[config.mk]
export PLATFORM = sky130hd
export DESIGN_NAME = adder_input_sequencer
export DESIGN_NICKNAME = d
export VERILOG_FILES = /design/src/rtl/adder_input_sequencer.sv
export SDC_FILE = /design/constraint.sdc
export NUM_CORES = 1
export LEC_CHECK = 0
export BUFFER_PORTS_ARGS = -buffer_cell sky130_fd_sc_hd__clkbuf_2
export CAP_MARGIN = 20
export CORE_ASPECT_RATIO = 0.7
export CORE_UTILIZATION = 55
export CTS_CLUSTER_DIAMETER = 100
export DETAILED_ROUTE_END_ITERATION = 10
export GPL_TIMING_DRIVEN = 0
export PLACE_DENSITY = 0.75
export SKIP_LAST_GASP = 1
export SLEW_MARGIN = 5
export SYNTH_ARGS = -nofsm -noshare
export SYNTH_HDL_FRONTEND = slang
export SYNTH_SLANG_ARGS = --single-unit
[constraint.sdc]
create_clock -name clk -period 2.7 [get_ports clk]
set_clock_uncertainty 0.15 [all_clocks]
set_input_delay 0.135 -clock clk [delete_from_list [all_inputs] [get_ports clk]]
set_output_delay 0.135 -clock clk [all_outputs]
set_load 0.05 [all_outputs]
[src/rtl/adder_input_sequencer.sv]
// adder_input_sequencer: FIFO-buffered feeder that presents one sample per
// cycle to a 16-bit feedback accumulator and frames the sums.
//
// Ports:
//   clk        rising-edge clock
//   reset      asynchronous, active-low reset
//   s_data     incoming sample
//   s_valid    s_data valid
//   s_ready    FIFO not full (level != DEPTH)
//   acc_in     registered word to the accumulator, zero when idle
//   acc_clr    registered one-cycle clear toward the accumulator
//   frame_done registered: accumulator holds the complete frame sum
//   level      FIFO occupancy
module adder_input_sequencer #(
  parameter int WIDTH     = 16,
  parameter int DEPTH     = 4,
  parameter int FRAME_LEN = 8,
  parameter int LW        = $clog2(DEPTH) + 1
) (
  input  logic             clk,
  input  logic             reset,
  input  logic [WIDTH-1:0] s_data,
  input  logic             s_valid,
  output logic             s_ready,
  output logic [WIDTH-1:0] acc_in,
  output logic             acc_clr,
  output logic             frame_done,
  output logic [LW-1:0]    level
);

  localparam int PW = $clog2(DEPTH);
  localparam int CW = $clog2(FRAME_LEN);

  typedef enum logic [1:0] {
    RUN    = 2'd0,
    SETTLE = 2'd1,
    DONE   = 2'd2
  } state_t;

  state_t           state_q, state_d;
  logic [CW-1:0]    cnt_q, cnt_d;
  logic [WIDTH-1:0] mem_q [DEPTH];
  logic [WIDTH-1:0] mem_d [DEPTH];
  logic [PW-1:0]    wr_q, wr_d;
  logic [PW-1:0]    rd_q, rd_d;
  logic [LW-1:0]    lvl_q, lvl_d;
  logic [WIDTH-1:0] acc_in_q, acc_in_d;
  logic             done_q, done_d;
  logic             push, pop;

  // Full blocks pushes even if a pop happens the same cycle (no bypass).
  assign s_ready = (lvl_q != LW'(DEPTH));
  assign push    = s_valid && s_ready;
  assign pop     = (lvl_q != '0) &&
                   ((state_q == RUN) || (state_q == DONE));

  always_comb begin
    mem_d    = mem_q;
    wr_d     = wr_q;
    rd_d     = rd_q;
    lvl_d    = lvl_q;
    acc_in_d = '0;
    if (push) begin
      mem_d[wr_q] = s_data;
      wr_d        = wr_q + 1'b1;
    end
    if (pop) begin
      acc_in_d = mem_q[rd_q];
      rd_d     = rd_q + 1'b1;
    end
    if (push && !pop) begin
      lvl_d = lvl_q + 1'b1;
    end else if (!push && pop) begin
      lvl_d = lvl_q - 1'b1;
    end
  end

  // SETTLE lets the accumulator absorb the last word; DONE then exposes
  // the sum while the clear is requested. A DONE pop starts the new frame.
  always_comb begin
    state_d = state_q;
    cnt_d   = cnt_q;
    unique case (state_q)
      RUN: begin
        if (pop) begin
          if (cnt_q == CW'(FRAME_LEN - 1)) begin
            state_d = SETTLE;
            cnt_d   = '0;
          end else begin
            cnt_d = cnt_q + 1'b1;
          end
        end
      end
      SETTLE: begin
        state_d = DONE;
      end
      DONE: begin
        state_d = RUN;
        cnt_d   = pop ? CW'(1) : '0;
      end
      default: begin
        state_d = RUN;
        cnt_d   = '0;
      end
    endcase
    done_d = (state_d == DONE);
  end

  always_ff @(posedge clk or negedge reset) begin
    if (!reset) begin
      state_q  <= RUN;
      cnt_q    <= '0;
      mem_q    <= '{default: '0};
      wr_q     <= '0;
      rd_q     <= '0;
      lvl_q    <= '0;
      acc_in_q <= '0;
      done_q   <= 1'b0;
    end else begin
      state_q  <= state_d;
      cnt_q    <= cnt_d;
      mem_q    <= mem_d;
      wr_q     <= wr_d;
      rd_q     <= rd_d;
      lvl_q    <= lvl_d;
      acc_in_q <= acc_in_d;
      done_q   <= done_d;
    end
  end

  assign acc_in     = acc_in_q;
  assign acc_clr    = done_q;
  assign frame_done = done_q;
  assign level      = lvl_q;

endmodule

# --- After elaboration in Yosys (flattened, before gate mapping) ---
# Index checks and enable logic that the tools add are counted.
totals:
  elab_cells: 56
  register_bits: 93
  output_inout_bits: 22
op_classes:
  n_mux: 16
  reduce_logical: 12
  bitwise_logic: 3
  n_eq_ne: 6
  magnitude_cmp: 3
  n_addsub: 5
op_table:
  columns: ["op", "count"]
  rows:
  - ["64-bit bitwise mux", 1]
  - ["16-bit two-way mux", 4]
  - ["16-bit binary-select mux with 2-bit select", 1]
  - ["16-bit demux with 2-bit select", 1]
  - ["3-bit two-way mux", 4]
  - ["3-bit case mux with 3 select lines", 1]
  - ["3-bit by 1-bit adder with 3-bit output (second input constant)", 2]
  - ["3-bit greater-or-equal comparator (second input constant)", 2]
  - ["2-bit NOT with 3-bit output", 2]
  - ["1-bit logical AND", 5]
  - ["2-bit by 1-bit adder with 2-bit output (second input constant)", 2]
  - ["2-bit == test (second input constant)", 2]
  - ["2-bit two-way mux", 2]
  - ["2-bit case mux with 2 select lines", 1]
  - ["3-bit == test (second input constant)", 1]
  - ["3-bit by 1-bit less-than comparator with 1-bit output (second input constant)", 1]
  - ["3-bit != test (second input constant)", 1]
  - ["3-bit nonzero test", 1]
  - ["3-bit by 1-bit subtractor with 3-bit output (second input constant)", 1]
  - ["2-bit by 1-bit == test with 1-bit output (second input constant)", 1]
  - ["1-bit logical NOT", 2]
  - ["2-bit logical NOT", 1]
  - ["2-bit != test (second input constant)", 1]
  - ["2-bit AND reduction", 1]
  - ["other kinds (4)", 4]

# --- Depth between registers and ports, before layout ---
# Gate-level depths: netlist of the first run.
depth:
  ltp_word: 6
  mapped_depth: 9

# --- Worst setup path after synthesis of the first run ---
# OpenSTA, ideal clock, no wires.
synth_timing:
  kind: "register to register"
  from: "register lvl_q[2], in the netlist level[2]"
  to: "register lvl_q[1], in the netlist level[1]"
  n_path_buf: 1
  stages_incl_launch_ff: 8
  arrival_ps: 2398
  setup_time_ps: 125
  path_slack_ps: 27
  cell_sequence: "dfrtp_1 -> or3b_1 -> buf_2 -> and2_1 -> ha_1 -> inv_1 -> fa_1 -> mux2_2"
synth_lines:
  columns: ["item", "line_no", "rtl"]
  rows:
  - ["from (decl)", "46", "logic [LW-1:0] lvl_q, lvl_d;"]
  - ["from (signal assigned)", "125", "lvl_q <= lvl_d;"]
  - ["3-bit != test", "52", "assign s_ready = (lvl_q != LW'(DEPTH));"]
  - ["net s_ready", "24", "output logic s_ready,"]
  - ["1-bit logical AND", "53", "assign push = s_valid && s_ready;"]
  - ["net push", "49", "logic push, pop;"]
  - ["1-bit logical AND", "71", "if (push && !pop) begin"]
  - ["3-bit two-way mux", "71", null]
  - ["net lvl_d[1]", "46", null]
# The timed path passes the listed nets, and every way through them passes these cells.
# A chain may end at the register's enable or synchronous reset.

# --- Final worst setup path of the first run ---
layout_timing:
  from: "register lvl_q[0], in the netlist level[0]"
  to: "register lvl_q[2], in the netlist level[2]"
layout_via:
  elab_chain_cells: 5
layout_rtl:
  columns: ["item"]
  rows:
  - ["branches (longest 5 deep; another with 3-bit by 1-bit subtractor with 3-bit output)"]
# Several ways; the timed one is not identified. The select of a mux whose other input is x is not followed.

==> results.txt, run 1 <==
* Result of the run: completed
- The core region is 0.00729 sq mm.
- Pin count of the biggest net entering global routing: 59
- First-pass GRT wire length: 12,000 microns
- The HPWL after detailed placement is 4710 microns.
- Clock-pin slew was measured on the worst setup and hold paths at 0.09 ns.
* Antenna violation net count after detailed routing: 0
* Register-to-register setup slack: 0.20 ns
- Clock root buffer master: clkbuf_8
- Timing would allow up to 400 MHz.
* Critical path fanouts, max: 10
- For this design the static power due to leakage is 2.23 nW.
- In this run the core area contains 26 standard-cell rows.
- At the worst endpoint, the required time is 2.84 ns.
- The number of global-route vias before repair was 2,270.
* Unrepaired setup endpoints after global routing: no
* Synthesis Warnings: 0
* Setup TNS: 0 ns
- Area after DPL: 0.00449 sq mm
- Nature of the critical path startpoint: register
- Number of max-cap violations: 0
- Share of the synthesized area in compound gates (AO/OA/AOI/OAI): 0.848%
- In this run the mean area of a mapped cell was 16.7 sq um.
- Data arrival time of the critical path: 2.64 ns
* Top-level I/O count: 41
- Mux cell area share after synthesis: 30.1%
- Clock latency on the worst-skew pair, taken at its later pin, is 0.36 ns.
- Number of antenna violations at the first check in global routing: 0
- In this run, synthesis produced a sequential element count of 92.
- Setup-failing EPs final: 0
- Share of the clock period used by the worst path after layout: 92.6%
* DRC violations left: 0
- IR analysis of the VDD net gives a maximum drop of 0.769 mV.
- Largest family of logic cells by synthesized area: multiplexers
* Die X: 106 microns
- Most common cell after layout, fill and taps aside: dfrtp_1
- # H-tree levels: 3
- The first detailed-routing pass ran for 4 iterations.
- Routed vias: 2,177
- Final count of hold timing violations: 0
- Final RePlAce weighted congestion: 0.726
- Gate Count Post-Synth: 248
- TritonCTS built the clock tree.
- Max transition margin: 54.2%
- In the final routed layout, each cell accounts on average for 17.4 microns.
* Sequential-to-total area share from yosys stat: 55.7%
- At the pin with the least slew margin, the transition time is 0.687 ns.
- The library cells used most frequently in the layout, excluding fill and tap cells, are 92 x dfrtp_1, 40 x mux2_4, 39 x clkbuf_2.
* Initial Util: 56.7%
* Final instance area: 0.00487 sq mm
- Number of I/O port buffers: 40
- Buffer levels on the longest clock path: 2
- The number of antenna diodes in the final layout is 0.
- Number of nets in the finished design: 345
- Min Clock Period, post-route: 2.50 ns
- The floorplan step defined a die boundary enclosing 0.00787 sq mm.
- The count of final max-slew check failures was 0.
- Area grow syn2layout: 18.0%
- After the first detailed-routing iteration, the DRC count stood at 91.
- Congestion Overflow GR: 0
- Dividing the detail-routed via count by the number of cells gives 5.17.
- After Yosys synthesis, and, or, nand and nor cells account for 5.27% of the synthesized area.
- Netlist area before placement: 0.00413 sq mm
- Arithmetic-cell share of the synthesized area counting full adders, half adders and majority gates: 2.60%
- Number of nets produced by synthesis: 275
- Final wirelength: 7330 microns
- The worst hold path belongs to the class in -> async.
- Type of the worst setup path: reg -> reg
* Die Y: 74.5 microns
* Parity-gate share of the synthesized area counting xor and xnor cells: 1.27%
- Cells with a size suffix above 1 make up 47.7% of the layout.
- CTS saw 92 sinks.
- In this run the power density over the cells is 1330 mW/mm^2.
* Final core utilization: 66.9%
- Global routing consumed, over all layers together, 20.9% of the routing resources.
- The worst setup path is captured at a register.
- Yosys cell types: 27
* Inserted Clock Buffers: 9
critical path, stage by stage (launching register included):
cell	delay, ns
dfrtp_1	0.48
nor3_4	0.29
or2_2	0.18
buf_2	0.24
ha_1	0.22
inv_1	0.06
fa_1	0.37
xor2_1	0.17
nor2_1	0.12
xor2_1	0.15
layout make-up:
class                   count  area [sq um]
fillers                   555          2410
flip-flops and latches     92          2300
multi-input cells         137          1670
repair buffers             59           410
plain buffers              16           164
clock buffers               9           124
well taps                  98           123
clock inverters             7          73.8
inverters                   3          11.3
state kept, by name, summed over array words and instances (netlist names):
name	count
state_q	1
level	3
rd_q	2
wr_q	2
acc_clr	1
cnt_q	3
acc_in	16
mem_q	64
power by group:
group | total (mW) | internal [mW] | switching [mW]
clock | 0.933 | 0.433 | 0.500
combinational | 3.07 | 1.62 | 1.45
sequential | 2.48 | 2.10 | 0.387
cell families (layout without fill, tap and decap cells):
logic type,after synthesis,in the layout
DFF,92,92
buffers and inverters,19,94
xor gates and xnor gates,6,6
adders and majority gates,8,8
and+or+nand+nor,35,35
muxes,81,81
AOI/OAI and AO/OA,7,7
stage by stage:
step	hold slack (ns)	std cells	power [mW]	setup slack [ns]
floorplan	-0.311	248	4.92	0.0268
global placement	0.269	386	5.46	0.00542
detailed placement	0.0116	387	5.56	-0.0453
CTS	0.149	421	6.54	0.123
global route	0.187	421	6.89	0.0188
finish	0.148	421	6.49	0.200
synth_stat cells:
cell type	count	area, sq um
nor2b_1	19	119
or3b_1	1	8.76
clkbuf_1	3	11.3
inv_1	3	11.3
buf_6	4	45.0
xor2_1	3	26.3
buf_12	4	80.1
a21oi_1	1	5.00
or4b_2	1	10.0
or2_2	1	6.26
fa_1	1	20.0
o21ai_0	6	30.0
nor3b_1	2	15.0
mux2_2	25	282
mux4_2	16	360
and2_1	1	6.26
ha_1	7	87.6
buf_2	4	20.0
nand2b_1	1	6.26
nor2_1	3	11.3
mux2_4	40	601
dfrtp_1	92	2300
nor3_1	1	5.00
and3_1	4	25.0
buf_4	1	7.51
nand3_1	1	5.00
xnor2_1	3	26.3
worst paths after layout:
kind,startpoint,end,depth (start not counted)
max in group asynchronous,reset,acc_in[0]$_DFF_PN0_,3
setup reg to reg,level[0]$_DFFE_PN0P_,level[2]$_DFFE_PN0P_,9
hold / removal,reset,mem_q[55]$_DFFE_PN0P_,2
setup / recovery,level[0]$_DFFE_PN0P_,level[2]$_DFFE_PN0P_,9
hold reg to reg,mem_q[48]$_DFFE_PN0P_,mem_q[48]$_DFFE_PN0P_,1
min in group clk,mem_q[48]$_DFFE_PN0P_,mem_q[48]$_DFFE_PN0P_,1
what timing repair did:
item                                    CTS  global route
hold buffers                             18             0
gates resized for setup                   1             1
endpoints found under the setup margin    1             1
hold endpoints to repair                 99             0
setup buffers                             0             0
per-layer routing:
metal,up-vias,track usage [%],wire (microns)
met4,0,5.56,74
li1,1016,-,-
met3,9,6.13,238
met1,1117,29.6,3600
met2,35,32.4,3420
met5,-,0,0
Power figures use the tool's default switching activity.
==> inputs of run 2 (changes only) <==
Settings changed: RECOVER_POWER from default to 25.
==> run 2 against run 1 <==
  * The run now ends with capacitance limit, slew limit left
  * Sequential share of layout area barely moved
  * First-iteration DRC count did not move
  * Cell area barely moved
  * Critical path depth is the same
  * Highest routed layer unchanged
  * Clock-buffer cell count did not move
  * Largest power group unchanged
  * Total power hardly changed
==> results.txt, run 2 (synthesis results as in run 1) <==
- Result of the run: complete, but fails checks (was completed)
- Failing checks: capacitance limit, slew limit
- Highest achievable clock rate: 400 MHz (unchanged)
* Length in cells of the worst reg-to-reg path: 9 (unchanged)
* Antenna violation net count after detailed routing: 0 (unchanged)
* Critical path required time: 2.84 ns (about the same)
- The worst-case clock buffer depth came to 2 (unchanged).
- Core ar.: 0.00729 sq mm (unchanged)
- The standard-cell row count is 26 (unchanged).
- Highest-count cells in the layout ignoring fill and taps: 92 x dfrtp_1, 40 x mux2_4, 39 x clkbuf_2 (unchanged).
* Slew at the pin closest to its max-slew limit: 1.96 ns (was 0.687 ns)
- The kind of capture point of the worst setup path is a register (unchanged).
- Clock latency at the later pin of the worst-skew pair: 0.36 ns (about the same)
- Unrepaired setup endpoints after global routing: no (unchanged)
- The max capacitance violation total came to 1 (was 0).
* Static leakage: 2.23 nW (about the same)
- Inserted Clock Buffers: 9 (unchanged)
- Initial Util: 56.7% (unchanged)
- The number of diodes was 0 (unchanged).
- The clock sink count is 92 (unchanged).
* Die Y: 74.5 microns (unchanged)
- The data arrival time at the worst-slack endpoint was 2.64 ns (about the same).
- The slowest stage cell on the critical path was dfrtp_1 (unchanged).
- Critical Path, Cell by Cell: nor3_4 -> or2_2 -> buf_2 -> ha_1 -> inv_1 -> fa_1 -> xor2_1 -> nor2_1 -> xor2_1 (unchanged).
- The final net count was 345 (unchanged).
- Filler instances: 557 (was 555)
* Min Clock Period, post-route: 2.50 ns (unchanged)
- Origin of the critical flop-to-flop path: level[0]$_DFFE_PN0P_ (unchanged)
* Share of the clock period used by the worst path after layout: 92.6% (unchanged)
- Critical R2R Capture: level[2]$_DFFE_PN0P_ (unchanged)
* Die X: 106 microns (unchanged)
* Type of the worst setup path: reg -> reg (unchanged)
- The clock transition at the registers of the reported paths came to 0.09 ns (about the same).
- Along the worst hold path, the cell count comes to 1.
* Vias in the first global route: 2,270 (unchanged)
- Biggest register: mem_q (unchanged)
* Nature of the critical path startpoint: register (unchanged)
* Fraction of final layout cells with drive strength greater than 1: 47.4% (was 47.7%)
- Clock root buffer master: clkbuf_8 (unchanged)
- The via count of the routed design came to 2,177 (unchanged).
- Worst hold start: mem_q[48]$_DFFE_PN0P_
* Area after DPL: 0.00449 sq mm (unchanged)
* # H-tree levels: 3 (unchanged)
* Final instance area: 0.00487 sq mm (about the same)
* First-pass GRT wire length: 12,000 microns (unchanged)
- Area grow syn2layout: 17.9% (was 18.0%)
* Final RePlAce weighted congestion: 0.726 (unchanged)
* Number of antenna violations at the first check in global routing: 0 (unchanged)
- The power after layout was 6.49 mW (about the same).
- The cell type with the highest occurrence count on the critical path was xor2_1 (unchanged).
- Register-to-register setup slack: 0.20 ns (about the same)
- The count of final max-slew check failures is 35 (was 0).
- The global routing usage summed across all routing layers was 20.9% (unchanged).
- Cell family with the largest share of critical-path delay: simple AND/OR/NAND/NOR gates (unchanged)
- The aggregate routed wire length was 7330 microns (about the same).
* Number of violations reported at the end of detailed-routing iteration 0: 91 (unchanged)
* Count of buffer and inverter cells on the critical path: 2 (unchanged)
- Iteration count of the initial detailed-routing pass: 4 (unchanged)
* Setup-failing EPs final: 0 (unchanged)
- Setup bufs post-CTS: 0 (unchanged)
* CP peak stage delay: 0.48 ns (about the same)
- The count of buffers from port buffering is 40 (unchanged).
* Classification of the worst-slack hold path: reg -> reg (was in -> async)
- Congestion Overflow GR: 0 (unchanged)
- Max reg flops: 64 (unchanged)
- Via density per instance: 5.17 (unchanged)
- For hold timing, the worst endpoint is mem_q[48]$_DFFE_PN0P_.
* Max transition margin: -30.6% (was 54.2%)
- Top-level I/O count: 41 (unchanged)
* Estimated wirelength of the detail-placed design: 4710 microns (unchanged)
- Final core utilization: 66.8% (was 66.9%)
* Critical path fanouts, max: 10 (unchanged)
- Detailed-route wire length per cell: 17.4 microns (about the same)
- DRC violations left: 0 (unchanged)
- Most common cell after layout, fill and taps aside: dfrtp_1 (unchanged)
* VDD IR max: 0.769 mV (about the same)
- The power per cell area is 1330 mW/mm^2 (about the same).
- Clock tree from TritonCTS: yes (unchanged)
- Die area: 0.00787 sq mm (unchanged)
* Pin count of the biggest net entering global routing: 59 (unchanged)
- Setup TNS: 0 ns (unchanged)
- The final count of hold timing violations is 0 (unchanged).
[run 2: cell types whose count changed in the layout (fill, tap and decap cells not counted)]
cell,previous run,this run
clkbuf_4,1,0
clkbuf_1,3,4
[run 2: worst register-to-register path, delay by kind of cell (launching register included)]
family | cells | cell delay (ns)
xor+xnor | 2 | 0.32
fa+ha+maj | 2 | 0.59
buf+inv | 2 | 0.30
flops | 1 | 0.48
simple gates | 3 | 0.59
[run 2: routing by layer]
metal | wire length [microns] | track usage (%) | part of all wire [%]
met4 | 74 | 5.56 | 1.0
met3 | 238 | 6.13 | 3.2
met2 | 3420 | 32.4 | 47
met5 | 0 | 0 | 0
met1 | 3600 | 29.6 | 49
[run 2: area by class of cell]
class | count | area [sq um] | area share, %
clock buffers | 9 | 124 | 2.54
well taps | 98 | 123 | 2.52
multi-input cells | 137 | 1670 | 34.2
plain buffers | 16 | 164 | 3.37
clock inverters | 7 | 73.8 | 1.52
flip-flops and latches | 92 | 2300 | 47.3
repair buffers | 59 | 407 | 8.35
inverters | 3 | 11.3 | 0.231
[run 2: worst max path at each step]
stage | from | endpoint | slack [ns] | cells past startpoint
floorplan | level[2]$_DFFE_PN0P_ | level[1]$_DFFE_PN0P_ | 0.03 | 7
global placement | level[0]$_DFFE_PN0P_ | level[2]$_DFFE_PN0P_ | 0.005 | 9
detailed placement | level[0]$_DFFE_PN0P_ | level[2]$_DFFE_PN0P_ | -0.05 | 9
CTS | level[0]$_DFFE_PN0P_ | level[2]$_DFFE_PN0P_ | 0.12 | 9
global route | level[0]$_DFFE_PN0P_ | level[2]$_DFFE_PN0P_ | 0.02 | 9
finish | level[0]$_DFFE_PN0P_ | level[2]$_DFFE_PN0P_ | 0.20 | 9
[run 2: per-stage QoR]
stage	hold slack (ns)	setup slack, ns	std cells
floorplan	-0.311	0.0268	248
global placement	0.269	0.00542	386
detailed placement	0.0116	-0.0453	387
CTS	0.149	0.123	421
global route	0.376	0.0188	421
finish	0.359	0.200	421
[run 2: report_power, final]
group / leakage [nW] / switching, mW / internal (mW)
logic: 1.02 / 1.45 / 1.62
clock network: 0.100 / 0.500 / 0.433
registers: 1.10 / 0.387 / 2.10
total: 2.23 / 2.34 / 4.15
[run 2: repair_timing]
item	4_1_cts	5_1_grt
setup endpoints to repair	1	1
cloned	0	0
hold endpoints to repair	99	0
resized for setup	1	1
hold buffers	18	0
